--- src/rtl/data_acquire_avg.sv ---
// ============================================================================
// Module   : data_acquire_avg
// Purpose  : Burst-averaging ADC acquirer; optional min/max via DATA_ACQUIRE_MINMAX_EN.
// Revision : 1.0
// ============================================================================
`default_nettype none
`timescale 1ns/1ps

module data_acquire_avg #(
    parameter int DATA_W  = 12,
    parameter int LOG2_N  = 3,
    parameter int SIGNED  = 0,
    parameter int TIMEOUT = 1023
) (
    input  logic              clk_i,
    input  logic              reset_n_i,
    output logic              adc_data_req_o,
    input  logic              adc_data_rdy_i,
    input  logic [DATA_W-1:0] adc_data_i,
    input  logic              syncro_i,
    output logic [DATA_W-1:0] data_o,
    output logic              data_rdy_o,
    output logic              busy_o,
    output logic              err_o,
    output logic              overrun_o
`ifdef DATA_ACQUIRE_MINMAX_EN
    ,
    output logic [DATA_W-1:0] min_o,
    output logic [DATA_W-1:0] max_o
`endif
);

    localparam int c_acc_w = DATA_W + LOG2_N;
    localparam int c_tmo_w = $clog2(TIMEOUT + 1);

    typedef enum logic [2:0] {
        S_IDLE  = 3'd0,
        S_REQ   = 3'd1,
        S_WAIT  = 3'd2,
        S_DONE  = 3'd3,
        S_ABORT = 3'd4
    } state_t;

    state_t               state_q, state_d;
    logic [c_acc_w-1:0]   acc_q, acc_d;
    logic [LOG2_N-1:0]    cnt_q, cnt_d;
    logic [c_tmo_w-1:0]   tmo_q, tmo_d;
    logic                 syncro_prev_q, rdy_prev_q;
    logic                 req_q, req_d;
    logic [DATA_W-1:0]    data_q, data_d;
    logic                 data_rdy_q, data_rdy_d;
    logic                 busy_q, busy_d;
    logic                 err_q, err_d;
    logic                 overrun_q, overrun_d;

    logic                 w_syncro_edge, w_rdy_edge;
    logic [c_acc_w-1:0]   w_sample_ext, w_sum;

    assign w_syncro_edge = syncro_i & ~syncro_prev_q;
    assign w_rdy_edge    = adc_data_rdy_i & ~rdy_prev_q;
    assign w_sample_ext  = {{LOG2_N{(SIGNED != 0) & adc_data_i[DATA_W-1]}}, adc_data_i};
    assign w_sum         = acc_q + w_sample_ext;

`ifdef DATA_ACQUIRE_MINMAX_EN
    logic [DATA_W-1:0] run_min_q, run_min_d, run_max_q, run_max_d;
    logic [DATA_W-1:0] min_q, min_d, max_q, max_d;

    function automatic logic less(input logic [DATA_W-1:0] a, input logic [DATA_W-1:0] b);
        if (SIGNED != 0) return $signed(a) < $signed(b);
        else             return a < b;
    endfunction
`endif

    always_comb begin
        state_d   = state_q;
        acc_d     = acc_q;
        cnt_d     = cnt_q;
        tmo_d     = tmo_q;
        data_d    = data_q;
        overrun_d = overrun_q;
`ifdef DATA_ACQUIRE_MINMAX_EN
        run_min_d = run_min_q;
        run_max_d = run_max_q;
        min_d     = min_q;
        max_d     = max_q;
`endif
        // Triggers outside IDLE (including the DONE/ABORT cycle) are dropped.
        if (w_syncro_edge && state_q != S_IDLE) overrun_d = 1'b1;

        case (state_q)
            S_IDLE: begin
                if (w_syncro_edge) begin
                    state_d   = S_REQ;
                    acc_d     = '0;
                    cnt_d     = '0;
                    overrun_d = 1'b0;
                end
            end
            S_REQ: begin
                tmo_d   = '0;
                state_d = S_WAIT;
            end
            S_WAIT: begin
                if (w_rdy_edge) begin
                    acc_d = w_sum;
`ifdef DATA_ACQUIRE_MINMAX_EN
                    run_min_d = (cnt_q == '0 || less(adc_data_i, run_min_q)) ? adc_data_i : run_min_q;
                    run_max_d = (cnt_q == '0 || less(run_max_q, adc_data_i)) ? adc_data_i : run_max_q;
`endif
                    if (&cnt_q) begin
                        state_d = S_DONE;
                        // Low DATA_W bits of the shifted sum are identical for >> and >>>.
                        data_d  = w_sum[c_acc_w-1:LOG2_N];
`ifdef DATA_ACQUIRE_MINMAX_EN
                        min_d   = run_min_d;
                        max_d   = run_max_d;
`endif
                    end else begin
                        cnt_d   = cnt_q + LOG2_N'(1);
                        state_d = S_REQ;
                    end
                end else begin
                    tmo_d = tmo_q + c_tmo_w'(1);
                    if (tmo_d == c_tmo_w'(TIMEOUT)) state_d = S_ABORT;
                end
            end
            S_DONE:  state_d = S_IDLE;
            S_ABORT: state_d = S_IDLE;
            default: state_d = S_IDLE;
        endcase

        req_d      = (state_d == S_REQ);
        data_rdy_d = (state_d == S_DONE);
        err_d      = (state_d == S_ABORT);
        busy_d     = (state_d != S_IDLE);
    end

    always_ff @(posedge clk_i) begin
        if (!reset_n_i) begin
            state_q       <= S_IDLE;
            acc_q         <= '0;
            cnt_q         <= '0;
            tmo_q         <= '0;
            syncro_prev_q <= 1'b0;
            rdy_prev_q    <= 1'b0;
            req_q         <= 1'b0;
            data_q        <= '0;
            data_rdy_q    <= 1'b0;
            busy_q        <= 1'b0;
            err_q         <= 1'b0;
            overrun_q     <= 1'b0;
`ifdef DATA_ACQUIRE_MINMAX_EN
            run_min_q     <= '0;
            run_max_q     <= '0;
            min_q         <= '0;
            max_q         <= '0;
`endif
        end else begin
            state_q       <= state_d;
            acc_q         <= acc_d;
            cnt_q         <= cnt_d;
            tmo_q         <= tmo_d;
            syncro_prev_q <= syncro_i;
            rdy_prev_q    <= adc_data_rdy_i;
            req_q         <= req_d;
            data_q        <= data_d;
            data_rdy_q    <= data_rdy_d;
            busy_q        <= busy_d;
            err_q         <= err_d;
            overrun_q     <= overrun_d;
`ifdef DATA_ACQUIRE_MINMAX_EN
            run_min_q     <= run_min_d;
            run_max_q     <= run_max_d;
            min_q         <= min_d;
            max_q         <= max_d;
`endif
        end
    end

    assign adc_data_req_o = req_q;
    assign data_o         = data_q;
    assign data_rdy_o     = data_rdy_q;
    assign busy_o         = busy_q;
    assign err_o          = err_q;
    assign overrun_o      = overrun_q;
`ifdef DATA_ACQUIRE_MINMAX_EN
    assign min_o          = min_q;
    assign max_o          = max_q;
`endif

endmodule

`default_nettype wire

--- config.mk ---
export PLATFORM = sky130hd
export DESIGN_NAME = data_acquire_avg
export DESIGN_NICKNAME = d
export VERILOG_FILES = /design/src/rtl/data_acquire_avg.sv
export SDC_FILE = /design/constraint.sdc
export NUM_CORES = 1
export LEC_CHECK = 0
export CORE_MARGIN = 3
export CORE_UTILIZATION = 55
export DETAILED_ROUTE_END_ITERATION = 16
export GPL_TIMING_DRIVEN = 1
export PLACE_DENSITY = 0.79
export SLEW_MARGIN = 20
export SYNTH_ARGS = -nofsm -noshare
export SYNTH_HDL_FRONTEND = slang
export SYNTH_SLANG_ARGS = --single-unit
export TNS_END_PERCENT = 1
--- constraint.sdc ---
create_clock -name clk_i -period 2.6 [get_ports clk_i]
set_input_delay 0.26 -clock clk_i [delete_from_list [all_inputs] [get_ports clk_i]]
set_output_delay 0.26 -clock clk_i [all_outputs]
set_load 0.1 [all_outputs]
=== Word level (Yosys, flattened, before mapping) ===
Cells that the tools add are included.

* Flip-flop bits (word level): 50
* Output and inout port bits: 17

* Add/subtract/negate cells: 3
* Equal/unequal tests: 10
* Muxes and demuxes: 17
* Bitwise operators: 4
* Reductions and logical operators: 11

{| class="wikitable"
|+ Operators by type and width
! kind !! number
|-
| $mux W15 || 2
|-
| $pmux W15 S2 || 1
|-
| $pmux W10 S2 || 1
|-
| $mux W3 || 6
|-
| $add A15 B12 Y15 || 1
|-
| $add A10 B1 Y10 const B || 1
|-
| $eq A10 B10 Y1 const B || 1
|-
| $mux W10 || 1
|-
| $pmux W3 S3 || 1
|-
| $ne A2 B2 Y1 const B || 4
|-
| $eq A3 B1 Y1 const B || 2
|-
| $eq A3 B2 Y1 const B || 2
|-
| $pmux W3 S2 || 1
|-
| $reduce_and A3 Y1 || 2
|-
| $reduce_bool A3 Y1 || 2
|-
| $reduce_and A5 Y1 || 1
|-
| $reduce_and A4 Y1 || 1
|-
| $reduce_bool A2 Y1 || 2
|-
| $add A3 B1 Y3 const B || 1
|-
| $eq A3 B3 Y1 const B || 1
|-
| $logic_not A3 Y1 || 1
|-
| $mux W1 || 3
|-
| $and A1 B1 Y1 || 2
|-
| $mux W2 || 1
|-
| other kinds (3) || 4
|}

=== Longest topological paths before layout ===
Gate-level depths: netlist of run 1.

* Depth in word-level cells: 6
* Depth in mapped cells: 8
* Mapped depth without buffers: 8

=== Least setup slack after synthesis of run 1 ===
No wires, ideal clock.

* Path type: flip-flop to flip-flop
* From: register acc_q[0]
* To: register acc_q[14]
* Arrival time: 1945 ps
* Path slack: 597 ps
* Cell stages (with the launch flop): 9
* Path through: dfxtp_1 -> ha_1 -> fa_1 -> a211oi_1 -> o21ai_0 -> nand3_1 -> nand2_1 -> a41oi_1 -> a31o_2

* Cells in the longest elaborated chain, start to end: 3

{| class="wikitable"
|+ Ends and longest elaborated chain
! item !! line !! RTL
|-
| start, declared || 45 || <nowiki>logic [c_acc_w-1:0] acc_q, acc_d;</nowiki>
|-
| start signal, assigned || 141 || <nowiki>acc_q <= '0;</nowiki>
|-
| start signal, assigned || 160 || <nowiki>acc_q <= acc_d;</nowiki>
|-
| $add A15 B12 Y15 || 62 || <nowiki>assign w_sum = acc_q + w_sample_ext;</nowiki>
|-
| $mux W15 || 104 || <nowiki>if (w_rdy_edge) begin</nowiki>
|-
| $pmux W15 S2 || 90 || <nowiki>case (state_q)</nowiki>
|}

Every way passes these cells. The select of a mux whose other input is x is not followed.
A chain may end at the register's enable or synchronous reset.

=== Worst setup path in the final report of run 1 ===
* From: input adc_data_i[0]
* To: register acc_q[14]

* Cells in the longest elaborated chain, start to end: 3

{| class="wikitable"
|+ Ends and longest elaborated chain
! item !! line !! RTL
|-
| start, declared || 19 || <nowiki>input logic [DATA_W-1:0] adc_data_i,</nowiki>
|-
| $add A15 B12 Y15 || 62 ||
|-
| $mux W15 || 104 ||
|-
| $pmux W15 S2 || 90 ||
|}

Every way passes these cells. The select of a mux whose other input is x is not followed.

==> results of run 1 <==
Yosys cell counts, types with 2 or more instances:
library cell	n	area [sq um]
clkbuf_1	6	22.5
buf_2	2	10.0
xor2_1	5	43.8
a31oi_1	6	37.5
o21bai_1	3	22.5
nand4_1	4	25.0
dfxtp_1	50	1000
and3_1	2	12.5
a22o_1	2	17.5
a22oi_1	6	45.0
o21ai_1	4	20.0
nor3_1	7	35.0
o311ai_0	2	17.5
ha_1	16	200
and2_1	4	25.0
nand2b_1	3	18.8
buf_6	3	33.8
or4_1	2	15.0
a211oi_1	4	30.0
nand2_1	28	105
a211oi_2	2	25.0
o21ai_0	14	70.1
nand3_1	10	50.1
a21oi_1	29	145
inv_1	9	33.8
xnor2_1	9	78.8
nor2_1	33	124
mux2i_1	2	20.0
nand2_2	2	12.5
a21o_1	3	22.5
worst min-delay path: stages (launching register included):
cell and delay [ps]:
dfxtp_1 320, inv_1 40, a21oi_1 50
registers in the layout, indices dropped and copies added (netlist names), named ones only:
name,flops
err_o,1
adc_data_req_o,1
tmo_q,10
data_rdy_o,1
data_o,12
cnt_q,3
syncro_prev_q,1
state_q,3
acc_q,15
rdy_prev_q,1
busy_o,1
power groups by stage:
stage                     logic [mW]  clock network (mW)  registers, mW
after floorplan                0.106                   0          0.831
after global placement         0.193                   0          0.802
after detailed placement       0.194                   0          0.802
after CTS                      0.195               0.517          0.785
after global routing           0.211               0.546          0.787
final                          0.194               0.505          0.785
layout make-up:
cell class / instances / area [sq um]
inverters: 9 / 33.8
flip-flops and latches: 50 / 1000
fillers: 402 / 1430
repair buffers: 41 / 345
clock buffers: 7 / 96.3
multi-input cells: 231 / 1530
well taps: 52 / 65.1
clock inverters: 1 / 8.76
worst min-delay path by stage:
stage / from / end
final: register / register
after CTS: register / register
after global routing: register / register
after global placement: register / register
after floorplan: adc_data_rdy_i / rdy_prev_q$_SDFF_PN0_
after detailed placement: register / register
cell families (layout without fill, tap and decap cells):
kind of cell / count (synthesis) / in the layout / share of synthesized area
multiplexers: 2 / 2 / 0.00758
AO/OA/AOI/OAI: 88 / 88 / 0.218
XOR/XNOR: 14 / 14 / 0.0464
adder cells (fa/ha/maj): 17 / 17 / 0.0834
flip-flops: 50 / 50 / 0.379
buffers and inverters: 22 / 58 / 0.0422
AND/OR/NAND/NOR: 110 / 110 / 0.223
layer usage:
layer / GRT usage / part of all wire
met1: 0.303 / 0.50
met2: 0.335 / 0.44
met3: 0.0494 / 0.060
met4: 0.0544 / 0.0034
met5: 0 / 0
stage by stage:
| step | instance area (sq um) | util | worst slack [ps] |
|---|---|---|---|
| 6_report | 3080 | 0.683 | 292 |
| 5_1_grt | 3080 | 0.683 | 157 |
| 4_1_cts | 3080 | 0.683 | 315 |
| 3_5_place_dp | 2970 | 0.660 | 16.1 |
| 3_3_place_gp | 2970 | 0.660 | 57.7 |
| 2_1_floorplan | 2640 | - | 597 |
==> impl_metrics.json, run 1 <==
{
  "rr_startpoint": "acc_q[0]$_SDFFE_PN0P_",
  "critPathBufInv": 1,
  "via_count": 2279,
  "startpoint_type": "input port",
  "n_antenna_cell": 0,
  "nNetsFinal": 371,
  "crit_path_end_kind": "register",
  "reg2reg_depth": 8,
  "clkPwrFrac": 0.340,
  "cts_resized": 0,
  "grt_max_degree": 32,
  "cts.sinks": 50,
  "holdCritPathClass": "reg2reg",
  "crit_end": "acc_q[14]$_SDFFE_PN0P_",
  "first_iter_violations": 111,
  "critical_path.cell_chain": "clkdlybuf4s50_1 -> ha_1 -> fa_1 -> a211oi_1 -> o21ai_0 -> nand3_1 -> nand2_1 -> a41oi_1 -> a31o_2",
  "post-route-period-util": 0.888,
  "synthArstFlopShare": 0,
  "clockBufferDepth": 2,
  "initial_utilization": 0.586,
  "mostFrequentLayoutCells": "dfxtp_1, nor2_1, a21oi_1",
  "num_io_pins": 33,
  "io_buffers": 32,
  "path_max_fanout": 4,
  "cp_slowest_cell": "clkdlybuf4s50_1",
  "die-area_sq_um": 5670,
  "htreeDepth": 2,
  "place.gp.congestion": 0.909,
  "yosys_warnings": 0,
  "min_path_cells": 2,
  "final.min_clock_period_ps": 2310,
  "p_per_area_nw_per_um2": 482,
  "track_usage": 0.216,
  "ctsHoldBuffers": 0,
  "drv_cap": 0,
  "relSlewSlack": 0.565,
  "synthesis.nets": 336,
  "p_switching_uw": 390,
  "ys.flop_type": "dfxtp_1",
  "cts_setup_buffers": 0,
  "synth.distinct_cells": 61,
  "wirelength_um": 5670,
  "crit_start": "adc_data_i[0]",
  "crit_family": "compound AO/OA/AOI/OAI gates",
  "grt.overflow.total": 0,
  "crit_path_max_incr_delay_ps": 400,
  "tns_ps": 0,
  "crit_arrival_ps": 2560,
  "finalSetupViolCount": 0,
  "hold_violations": 0,
  "internal-power_mw": 1.09,
  "rsz0062_at_grt": "false",
  "worstSkewPairLatency_ps": 300,
  "ant_nets": 0,
  "cts_tree": "built",
  "synth_edf_count": 0,
  "combPwrFrac": 0.131,
  "syn_inst": 303,
  "core_sq_um": 4500,
  "r2r-end": "acc_q[14]$_SDFFE_PN0P_",
  "p_seq_frac": 0.529,
  "layout-drive-gt1-share": 0.156,
  "grt_pass1_wl_um": 9470,
  "remaining_drc_errors": 0,
  "syn_area_per_cell_sq_um": 8.71,
  "instances_no_fill": 391,
  "wire_per_inst_um": 14.5,
  "viasPerCell": 5.83,
  "clk_pin_slew_ps": 90,
  "grt_pass1_vias": 2065,
  "leakagePower_nw": 1.23,
  "cts_inserted_buffers": 5,
  "status": "completed",
  "ir_worst_vdd_v": 0.000264,
  "whs_ps": 449,
  "antenna_found_initial": 0,
  "drv_slew": 0,
  "required_ps": 2850,
  "final_common_cell": "dfxtp_1",
  "ys_ff_latch": 50,
  "fmax_ghz": 0.433,
  "crit_cells": 9,
  "swShare": 0.263,
  "drt-pass1-iter-count": 4,
  "tightest_slew_ps": 648,
  "yosysSeqAreaShare": 0.379,
  "finClkSkew_ps": 5.53,
  "synth_area_sq_um": 2640,
  "dp_hpwl_um": 4230,
  "ctsRootBufferMaster": "clkbuf_8",
  "num_rows": 24,
  "fp.dieH_um": 75.3,
  "die_w_um": 75.3,
  "path_class": "in2reg",
  "r2r_slack_ps": 360,
  "p_total_mw": 1.48,
  "area_delta_synth_final_pct": 16.6,
  "dp.cells": 383
}
Note: power is estimated with default switching activity, not from simulation.
==> run 2, diff against run 1 <==
CAP_MARGIN = 20   (was not set)
clock period = 2.35 ns   (was 2.6 ns; I/O delays follow)
==> impl_metrics.json, run 2 (synthesis results as in run 1) <==
{
  "rsz0062_at_grt": "false",
  "largest_register": "acc_q",
  "core_sq_um": 4500,
  "drv_cap": 0,
  "antenna_found_initial": 0,
  "required_ps": 2550,
  "track_usage": 0.227,
  "p_switching_uw": 449,
  "status": "completed",
  "grt.overflow.total": 0,
  "drv_slew": 0,
  "hold_violations": 0,
  "mostFrequentLayoutCells": "dfxtp_1, nor2_1, buf_4",
  "htreeDepth": 2,
  "fillerInstances": 390,
  "dp.cells": 387,
  "holdCritPathClass": "reg2reg",
  "clkPwrFrac": 0.401,
  "instances_no_fill": 395,
  "leakagePower_nw": 1.27,
  "cts_inserted_buffers": 5,
  "swShare": 0.247,
  "first_iter_violations": 176,
  "path_max_fanout": 4,
  "grt_pass1_vias": 2128,
  "ctsRootBufferMaster": "clkbuf_8",
  "area_delta_synth_final_pct": 19.1,
  "viasPerCell": 5.88,
  "via_count": 2322,
  "cts.sinks": 50,
  "ir_worst_vdd_v": 0.000516,
  "tightest_slew_ps": 807,
  "clockBufferDepth": 2,
  "ant_nets": 0,
  "finalSetupViolCount": 0,
  "crit_arrival_ps": 2350,
  "drt-pass1-iter-count": 4,
  "whs_ps": 449,
  "p_per_area_nw_per_um2": 578,
  "n_antenna_cell": 0,
  "remaining_drc_errors": 0,
  "final_common_cell": "dfxtp_1",
  "grt_max_degree": 32,
  "p_seq_frac": 0.478,
  "crit_path_end_kind": "register",
  "num_rows": 24,
  "setup_slack_ps": 198,
  "die_w_um": 75.3,
  "internal-power_mw": 1.37,
  "wire_per_inst_um": 15.6,
  "place.gp.congestion": 0.884,
  "initial_utilization": 0.586,
  "cts_tree": "built",
  "layout-drive-gt1-share": 0.169,
  "pre_cts_ws_ps": -204,
  "fp.dieH_um": 75.3,
  "nNetsFinal": 375,
  "path_class": "in2reg",
  "relSlewSlack": 0.458,
  "num_io_pins": 33,
  "post-route-period-util": 0.916,
  "grt_pass1_wl_um": 9890,
  "worstSkewPairLatency_ps": 300,
  "combPwrFrac": 0.122,
  "fmax_ghz": 0.465,
  "clk_pin_slew_ps": 100,
  "largest_register_ffs": 15,
  "startpoint_type": "input port",
  "die-area_sq_um": 5670,
  "wirelength_um": 6150,
  "final.min_clock_period_ps": 2150,
  "finClkSkew_ps": 5.96,
  "ctsHoldBuffers": 0,
  "io_buffers": 32,
  "dp_hpwl_um": 4480
}
-- run 2: what timing repair did --
item                                    CTS  global route
buffers inserted                          0             0
resized for setup                         0             2
hold endpoints to repair                  0             0
endpoints found under the setup margin    0             6
-- run 2: worst paths after layout --
check             depth (start not counted)  slack [ps]                      to             startpoint
hold reg to reg                           2         450                register               register
setup / recovery                          8         200  data_o[8]$_SDFFE_PN0P_          adc_data_i[1]
setup reg to reg                          8         250  data_o[8]$_SDFFE_PN0P_  acc_q[0]$_SDFFE_PN0P_
hold / removal                            2         450                register               register
-- run 2: layout make-up --
class,instances,area [sq um],share of cell area
clock inverter,3,68.8,0.0219
sequential,50,1000,0.318
tap,52,65.1,0.0207
clock buffer,5,68.8,0.0219
timing repair buffer,45,375,0.119
inverter,9,33.8,0.0107
multi-input combinational,231,1530,0.487
-- run 2: power groups by stage --
stage | logic (mW) | clock network [mW] | registers (mW)
finish | 0.222 | 0.728 | 0.868
global route | 0.239 | 0.765 | 0.870
CTS | 0.220 | 0.734 | 0.868
detailed placement | 0.219 | 0 | 0.888
global placement | 0.216 | 0 | 0.887
floorplan | 0.117 | 0 | 0.920
-- run 2: per-layer routing --
| layer | GRT usage | routed length (um) |
|---|---|---|
| met5 | 0 | 0 |
| met4 | 0.0583 | 42 |
| met3 | 0.0494 | 399 |
| met1 | 0.312 | 2860 |
| met2 | 0.362 | 2840 |
-- run 2: worst max-delay path, stage by stage --
cell	delay (ps)
clkdlybuf4s50_1	460
ha_1	330
a211oi_1	210
o21bai_1	140
o211a_1	240
o21ai_1	280
a2111oi_2	120
a311o_1	340
-- run 2: through the flow --
stage          utilization  instance area, sq um  total power [mW]  TNS [ps]
6_report             0.698                  3150              1.82         0
5_1_grt              0.698                  3150              1.87         0
4_1_cts              0.697                  3140              1.82         0
3_5_place_dp         0.667                  3000              1.11     -1330
3_3_place_gp         0.667                  3000              1.10      -908
2_1_floorplan            -                  2640              1.04         0
==> run 3, diff against run 2 <==
CORE_UTILIZATION = 50   (was 55)
PLACE_DENSITY = 0.83   (was 0.79)
SLEW_MARGIN = not set   (was 20)
clock period = 1.85 ns   (was 2.35 ns; I/O delays follow)
==> impl_metrics.json, run 3 (synthesis results as in run 1) <==
{
  "status": "finished with violations",
  "violations": "setup timing",
  "fin_area_sq_um": 3710,
  "remaining_drc_errors": 0,
  "fp.dieH_um": 78.7,
  "io_buffers": 32,
  "initial_utilization": 0.538,
  "track_usage": 0.233,
  "whs_ps": 353,
  "relSlewSlack": 0.643,
  "drv_slew": 0,
  "setup_slack_ps": -167,
  "ir_worst_vdd_v": 0.000370,
  "p_per_area_nw_per_um2": 606,
  "tns_ps": -1030,
  "path_class": "reg2reg",
  "pre_cts_ws_ps": -445,
  "ctsRootBufferMaster": "clkbuf_8",
  "drv_cap": 0,
  "place.gp.congestion": 0.896,
  "area_delta_synth_final_pct": 40.4,
  "startpoint_type": "register",
  "cts.sinks": 50,
  "cts_inserted_buffers": 5,
  "placedInstanceArea_sq_um": 3430,
  "hold_violations": 0,
  "finalSetupViolCount": 16,
  "worstSkewPairLatency_ps": 310,
  "n_antenna_cell": 0,
  "tightest_slew_ps": 534,
  "via_count": 2695,
  "final.min_clock_period_ps": 2020,
  "final_common_cell": "buf_4",
  "clk_pin_slew_ps": 90,
  "clockBufferDepth": 2,
  "fin_util": 0.755,
  "drt-pass1-iter-count": 5,
  "largest_register": "acc_q",
  "dp_hpwl_um": 4990,
  "grt_pass1_vias": 2650,
  "wire_per_inst_um": 16.6,
  "finClkSkew_ps": 11.6,
  "die-area_sq_um": 6190,
  "path_max_fanout": 3,
  "ant_nets": 0,
  "required_ps": 2040,
  "fmax_ghz": 0.496,
  "core_sq_um": 4910,
  "grt_pass1_wl_um": 11700,
  "crit_arrival_ps": 2210,
  "wirelength_um": 7670,
  "leakagePower_nw": 1.56,
  "holdCritPathClass": "in2reg",
  "post-route-period-util": 1.09,
  "htreeDepth": 2,
  "grt.overflow.total": 0,
  "viasPerCell": 5.83,
  "antenna_found_initial": 0,
  "die_w_um": 78.7,
  "cts_tree": "built",
  "grt_max_degree": 17,
  "rsz0062_at_grt": "true",
  "nNetsFinal": 427,
  "num_io_pins": 33,
  "layout-drive-gt1-share": 0.347,
  "crit_path_end_kind": "register",
  "largest_register_ffs": 15,
  "num_rows": 25,
  "mostFrequentLayoutCells": "buf_4, dfxtp_1, nor2_1",
  "first_iter_violations": 334
}
-- run 3: cell types whose count changed in the layout (fill, tap and decap cells not counted), sizes merged --
cell | before | now
clkinv | 1 | 0
bufinv | 2 | 1
dlymetal6s2s | 0 | 2
clkdlybuf4s50 | 15 | 13
clkbuf | 5 | 7
buf | 30 | 82
-- run 3: what timing repair did --
action / 4_1_cts / 5_1_grt
hold buffers: 0 / 0
setup buffers: 1 / 0
pin swaps: 5 / 15
endpoints found under the setup margin: 17 / 27
resized for setup: 8 / 31
hold endpoints to repair: 0 / 0
-- run 3: critical path: stages, from the launching register on --
cell and delay [ps]:
dfxtp_2 340, ha_4 170, fa_2 390, a211oi_4 310
o21bai_1 130, a21oi_2 200, xor2_1 250, o21ai_0 120
-- run 3: layout make-up --
type                       count  area [sq um]
clock inverter                 1          30.0
sequential                    50          1010
clock buffer                   7          76.3
timing repair buffer          97           795
tap                           67          83.8
fill                         348          1200
inverter                       9          33.8
multi-input combinational    231          1680
-- run 3: path summary, 6_finish.rpt --
| kind | endpoint | start | slack [ps] | depth (start not counted) |
|---|---|---|---|---|
| max | acc_q[6]$_SDFFE_PN0P_ | acc_q[0]$_SDFFE_PN0P_ | -170 | 7 |
| min | acc_q[0]$_SDFFE_PN0P_ | adc_data_i[0] | 350 | 4 |
| max reg2reg | acc_q[6]$_SDFFE_PN0P_ | acc_q[0]$_SDFFE_PN0P_ | -170 | 7 |
| min reg2reg | register | register | 460 | 2 |
-- run 3: per-stage QoR --
stage,cells,power [mW]
finish,462,2.25
global route,462,2.32
CTS,462,2.22
detailed placement,453,1.47
global placement,453,1.46
floorplan,303,1.32
-- run 3: routing by layer --
| layer | up-vias | global-route usage | share of wire |
|---|---|---|---|
| li1 | 1280 | - | - |
| met1 | 1252 | 0.290 | 0.42 |
| met2 | 138 | 0.395 | 0.48 |
| met3 | 25 | 0.0459 | 0.077 |
| met4 | 0 | 0.0874 | 0.023 |
| met5 | - | 0 | 0 |
-- run 3: where the power goes --
| part | internal, mW | switching (mW) | leakage, nW | total (mW) |
|---|---|---|---|---|
| Sequential | 1.09 | 0.00792 | 0.406 | 1.10 |
| Clock | 0.405 | 0.360 | 0.0524 | 0.766 |
| Combinational | 0.166 | 0.216 | 1.10 | 0.382 |
| Total | 1.66 | 0.584 | 1.56 | 2.25 |
